## src/rtl/universal_shift_register.sv

```systemverilog
// WIDTH-bit universal shift register with opcode-selected shifts, rotates and a self-timed serial burst load.
// Define USR_ROTATE_EN to compile the rotate opcodes; otherwise ROL/ROR hold the register.
module universal_shift_register #(
    parameter int WIDTH = 8,
    localparam int SHAMT_W = $clog2(WIDTH)
) (
    input  logic               clk,
    input  logic               sync_reset,
    input  logic [3:0]         ctrl,
    input  logic [SHAMT_W-1:0] shamt,
    input  logic               serial_data_input,
    input  logic [WIDTH-1:0]   parallel_data_input,
    output logic [WIDTH-1:0]   data_output,
    output logic               serial_data_output,
    output logic               busy,
    output logic               done
);

    localparam int CNT_W = $clog2(WIDTH + 1);

    localparam logic [3:0] OP_NONE       = 4'd0;
    localparam logic [3:0] OP_CLR        = 4'd1;
    localparam logic [3:0] OP_PLOAD      = 4'd2;
    localparam logic [3:0] OP_SMSB       = 4'd3;
    localparam logic [3:0] OP_SLSB       = 4'd4;
    localparam logic [3:0] OP_SHL        = 4'd5;
    localparam logic [3:0] OP_SHR        = 4'd6;
    localparam logic [3:0] OP_SAR        = 4'd7;
    localparam logic [3:0] OP_ROL        = 4'd8;
    localparam logic [3:0] OP_ROR        = 4'd9;
    localparam logic [3:0] OP_BURST_LOAD = 4'd10;

    localparam logic [0:0] S_IDLE  = 1'b0;
    localparam logic [0:0] S_BURST = 1'b1;

    logic [0:0]       state, state_next;
    logic [CNT_W-1:0] cnt, cnt_next;
    logic [WIDTH-1:0] q_next;
    logic             done_next;
    logic [WIDTH-1:0] msb_load, lsb_load, shl_val, shr_val, sar_val;

    // Shift amounts of WIDTH or more naturally yield zero / sign fill.
    assign msb_load = {serial_data_input, data_output[WIDTH-1:1]};
    assign lsb_load = {data_output[WIDTH-2:0], serial_data_input};
    assign shl_val  = data_output << shamt;
    assign shr_val  = data_output >> shamt;
    assign sar_val  = WIDTH'($signed(data_output) >>> shamt);

`ifdef USR_ROTATE_EN
    logic [SHAMT_W-1:0] rot_amt;
    logic [WIDTH-1:0]   rol_val, ror_val;

    assign rot_amt = SHAMT_W'(32'(shamt) % WIDTH);
    assign rol_val = (data_output << rot_amt) | (data_output >> (WIDTH - int'(rot_amt)));
    assign ror_val = (data_output >> rot_amt) | (data_output << (WIDTH - int'(rot_amt)));
`endif

    always_comb begin
        q_next     = data_output;
        state_next = state;
        cnt_next   = cnt;
        done_next  = 1'b0;
        if (state == S_BURST) begin
            if (ctrl == OP_CLR) begin
                q_next     = '0;
                state_next = S_IDLE;
                cnt_next   = '0;
            end else begin
                q_next = msb_load;
                if (cnt == CNT_W'(WIDTH - 1)) begin
                    state_next = S_IDLE;
                    cnt_next   = '0;
                    done_next  = 1'b1;
                end else begin
                    cnt_next = cnt + CNT_W'(1);
                end
            end
        end else begin
            case (ctrl)
                OP_CLR:   q_next = '0;
                OP_PLOAD: q_next = parallel_data_input;
                OP_SMSB:  q_next = msb_load;
                OP_SLSB:  q_next = lsb_load;
                OP_SHL:   q_next = shl_val;
                OP_SHR:   q_next = shr_val;
                OP_SAR:   q_next = sar_val;
`ifdef USR_ROTATE_EN
                OP_ROL:   q_next = rol_val;
                OP_ROR:   q_next = ror_val;
`endif
                // The accepting edge already captures the first burst bit.
                OP_BURST_LOAD: begin
                    q_next     = msb_load;
                    state_next = S_BURST;
                    cnt_next   = CNT_W'(1);
                end
                default: q_next = data_output;
            endcase
        end
    end

    always_ff @(posedge clk) begin
        if (sync_reset) begin
            data_output <= '0;
            state       <= S_IDLE;
            cnt         <= '0;
            done        <= 1'b0;
        end else begin
            data_output <= q_next;
            state       <= state_next;
            cnt         <= cnt_next;
            done        <= done_next;
        end
    end

    assign busy               = (state == S_BURST);
    assign serial_data_output = data_output[0];

endmodule

```

## config.mk

```make
export PLATFORM = sky130hd
export DESIGN_NAME = universal_shift_register
export DESIGN_NICKNAME = d
export VERILOG_FILES = /design/src/rtl/universal_shift_register.sv
export SDC_FILE = /design/constraint.sdc
export NUM_CORES = 1
export LEC_CHECK = 0
export CELL_PAD_IN_SITES_DETAIL_PLACEMENT = 2
export CELL_PAD_IN_SITES_GLOBAL_PLACEMENT = 2
export CORE_ASPECT_RATIO = 0.9
export CORE_MARGIN = 1
export CORE_UTILIZATION = 32
export CTS_BUF_LIST = sky130_fd_sc_hd__clkbuf_4 sky130_fd_sc_hd__clkbuf_8
export DETAILED_ROUTE_END_ITERATION = 16
export GPL_TIMING_DRIVEN = 0
export PLACE_DENSITY = 0.82
export SLEW_MARGIN = 20
export SYNTH_ARGS = -nofsm -noshare
export SYNTH_HDL_FRONTEND = slang
export SYNTH_SLANG_ARGS = --single-unit
export TNS_END_PERCENT = 10
```

## constraint.sdc

```tcl
create_clock -name clk -period 2.3 [get_ports clk]
set_input_delay 0.46 -clock clk [delete_from_list [all_inputs] [get_ports clk]]
set_output_delay 0.46 -clock clk [all_outputs]
set_load 0.05 [all_outputs]
```

## After elaboration in Yosys (flattened, before gate mapping)

Index checks and enable logic that the tools add are counted.

- Bits in registers: 14
- Output and inout port bits: 11
- Logic and storage cells: 34

- Equal/unequal tests: 9
- Reduce and logical (&&, ||, !) cells: 4
- Muxes and demuxes: 12
- $add $sub $neg: 1
- Bitwise operators: 1
- Shift-type cells: 3

Operator list:

| operator | number |
|---|---|
| $pmux W8 S7 | 1 |
| $eq A4 B3 Y1 const B | 5 |
| $mux W4 | 4 |
| $mux W8 | 2 |
| $eq A4 B2 Y1 const B | 2 |
| $reduce_bool A8 Y1 | 1 |
| $shl A8 B3 Y8 | 1 |
| $shr A8 B3 Y8 | 1 |
| $sshr A8 B3 Y8 | 1 |
| $mux W1 | 5 |
| $add A4 B1 Y4 const B | 1 |
| $eq A4 B1 Y1 const B | 1 |
| $eq A4 B4 Y1 const B | 1 |
| $reduce_or A3 Y1 | 1 |
| $reduce_bool A2 Y1 | 1 |
| $reduce_or A2 Y1 | 1 |
| $not A1 Y1 | 1 |

## Longest topological paths before layout

- Word-level depth: 4
- Mapped depth: 7

## Worst setup path after synthesis

No wires, ideal clock.

- Path kind: register to register
- Start: register data_output[1]
- End: register data_output[1]
- Setup time: 132 ps
- Cell stages (with the launch flop): 7
- Arrival time: 1736 ps
- Period minus slack after synthesis: 1867 ps
- Setup slack: 433 ps
- Cells stage by stage: dfxtp_1 > buf_2 > mux4_2 > nor2_1 > nor3_1 > a2111oi_0 > a31oi_1

- Word-level cells in the longest chain between the ends: 3
- Elaborated cells on any way between the ends: 5

Ends and longest elaborated chain:

| element | RTL line | source |
|---|---|---|
| start, declared | 13 | `output logic [WIDTH-1:0] data_output,` |
| start signal, assigned | 109 | `data_output <= q_next;` |
| $sshr A8 B3 Y8 (tied with other cells) | 47 | `assign sar_val = WIDTH'($signed(data_output) >>> shamt);` |
| $pmux W8 S7 (*) | 79 | `case (ctrl)` |
| $mux W8 (*) | 63 | `if (state == S_BURST) begin` |

Mark *: on every way between the ends. The rest lies on a longest branch, timed or not.
A chain may end at the register's enable or synchronous reset.

## Worst setup path after layout

- Start: register data_output[0]
- End: output port data_output[0]

No word-level cell between the ends.

==> run metrics <==
status completed; # Post-CTS Setup Buffers 0; Mean Syn Cell Area about 8 um2; drt pass-1 iters 4; clock latency on the worst-skew pair 250 ps; total negative setup slack 0 ps; Seq cells post-synth 14; antenna fix cells 0; Max-slew headroom 0.535; hpwl dp 4760 um; cells along the critical path buf_4 -> clkdlybuf4s50_1; sequential fraction of the synthesis area 0.169; Worst Skew 7.79 ps; max cap viols 0; largest net degree at the start of global routing 11; CP arrival 1760 ps; area grow syn2layout 24.5%; Top delay family on crit path buffers and inverters; root buffer cell clkbuf_8; GP Congestion 0.815; R2R Setup Slk 420 ps; Iter 0 DRT Violations 100; # DRC 0; RSZ-0062 raised after global routing true; GR Overflow Total 0; cell area after synthesis 1660 um2; GRT busiest layer met2; Synth Warn # 0; vias in the first global route 1,939; setup violators final 0; met3 Track Usage GR 0.0471; asr flop ratio synth 0; Post-CTS Hold Fix Bufs 0; CP max stage delay ~780 ps; worst-margin pin slew 695 ps; Die Wd 78.0 um; layout cells sized above 1 0.165; # H-tree levels 1; GR Util met2 0.406; Clock transition at path regs roughly 50 ps; CTS tree done; Vias/cell 6.09; Final Cycle Share 0.966; design area 2070 um2; EDFF count, synth 0; CTS max path bufs 2; crit path launch data_output[0]$_SDFFE_PP0P_; die area around 5500 um2; critical path fanouts, max 9; Die Height 70.4 um; I/O pin total 29; CTS Buf Count 3; final hold violations 0; slowest CP cell clkdlybuf4s50_1; Crit path depth 2; Crit Reg-Reg Endpoint data_output[2]$_SDFFE_PP0P_; input/output buffers 25; cell count after placement ~300; crit path time final approximately 2200 ps; GRT Resource Usage Total 0.248; Slew Limit Fails 0; WS Path Type reg2out; CP Capture Point data_output[0]; CP startpoint kind flip-flop; Total Nets Final 257; PD cells 423 nW/um2; via count 1,840; Post-Layout Cell Count 302; syn nets 228; ys flop type dfxtp_1; Pwr Total around 900 uW; Cell Area, Placed 1990 um2; Worst R2R Start data_output[2]$_SDFFE_PP0P_; final WL 6360 um; Bufs and invs on worst path 2; initial core utilization 0.337; post-cts sizing count 0; Cell variety after synth 51; Hold Crit Class reg2reg; antenna violations before repair 0; R2R depth 6; worst vdd ir between 0.3 and 0.4 mV; Req. time, crit path about 1800 ps; maximum achievable frequency 450 MHz; fillers around 600; global-route wire length before repair 10,600 um; post-synthesis cell count 209; Rows 24; routed length per instance 21.1 um; met1 GRT Util 0.342; area of the core 4920 um2; CTS sink count 14; Pleak 0.755 nW; Routed Antenna Nets 0; Worst setup EP type output port
## worst min-delay path by stage
| stage | from | to | depth (start not counted) |
|---|---|---|---|
| finish | cnt[3]$_SDFFE_PP0P_ | cnt[3]$_SDFFE_PP0P_ | 2 |
| detailed placement | cnt[3]$_SDFFE_PP0P_ | cnt[3]$_SDFFE_PP0P_ | 2 |
| floorplan | cnt[3]$_SDFFE_PP0P_ | cnt[3]$_SDFFE_PP0P_ | 2 |
| global placement | cnt[3]$_SDFFE_PP0P_ | cnt[3]$_SDFFE_PP0P_ | 2 |
| CTS | cnt[3]$_SDFFE_PP0P_ | cnt[3]$_SDFFE_PP0P_ | 2 |
| global route | cnt[3]$_SDFFE_PP0P_ | cnt[3]$_SDFFE_PP0P_ | 2 |
## logic make-up (layout without fill, tap and decap cells)
family          Yosys count  count (layout)  share of synthesized area
flops                    14              14                      0.169
buf+inv                  31              59                      0.109
mux                      21              21                      0.154
fa+ha+maj                 1               1                    0.00753
simple gates             66              66                      0.207
compound gates           76              76                      0.354
## final cells by class
cell class                      instances  area, um2  share of cell area
Multi-Input combinational cell        164       1220               0.592
Sequential cell                        14        280               0.136
Timing Repair Buffer                   25        250               0.121
Buffer                                 25        159              0.0768
Tap cell                               65       81.3              0.0393
Clock buffer                            4       55.1              0.0266
Inverter                                5       18.8             0.00907
## synthesized netlist by cell type, types with 4 or more instances
library cell | count | area, um2
nor2_1 | 19 | 71.3
nand2_1 | 16 | 60.1
dfxtp_1 | 14 | 280
buf_2 | 13 | 65.1
a221oi_1 | 12 | 105
mux2i_1 | 12 | 120
a21oi_1 | 11 | 55.1
nor3_1 | 9 | 45.0
a311oi_1 | 7 | 61.3
o21ai_0 | 7 | 35.0
a22o_1 | 6 | 52.6
buf_6 | 6 | 67.6
nor2b_1 | 6 | 37.5
a211oi_1 | 5 | 37.5
clkbuf_1 | 5 | 18.8
inv_1 | 5 | 18.8
a22oi_1 | 4 | 30.0
## flip-flops by register name, indices dropped and copies added, names as in the netlist
signal and cells:
cnt 4, done 1, data_output 8, busy 1
## per-stage QoR
step | utilization | hold slack [ps] | setup WS [ps]
floorplan | - | 440 | 433
global placement | 0.405 | 462 | -156
detailed placement | 0.405 | 480 | -234
CTS | 0.416 | 491 | 31.3
global route | 0.420 | 523 | -27.9
finish | 0.420 | 491 | 77.3
## power by group
part	internal (mW)	total [mW]	switching, mW
combinational	0.147	0.367	0.220
sequential	0.255	0.267	0.0126
clock	0.152	0.240	0.0880
total	0.554	0.874	0.320
## layer usage
layer / vias to the layer above / part of all wire / wire length [um]
li1: 866 / - / -
met1: 909 / 0.47 / 3000
met2: 57 / 0.47 / 3000
met3: 8 / 0.043 / 276
met4: 0 / 0.014 / 87
met5: - / 0 / 0
## tightest hold or removal path: stages, from the launching register on
cell	delay, ps
dfxtp_1	330
nand2_1	60
a21oi_1	50
## layout by cell type (no fill, tap or decap), types with 6 or more instances in the layout
cell	count
a311oi_1	7
dfxtp_1	14
clkdlybuf4s50_1	25
nor3_1	9
buf_6	6
nand2_1	16
a21oi_1	10
nor2_1	19
buf_2	13
a22o_1	6
a221oi_1	11
o21ai_0	7
mux2i_1	12
Power figures use the tool's default switching activity.
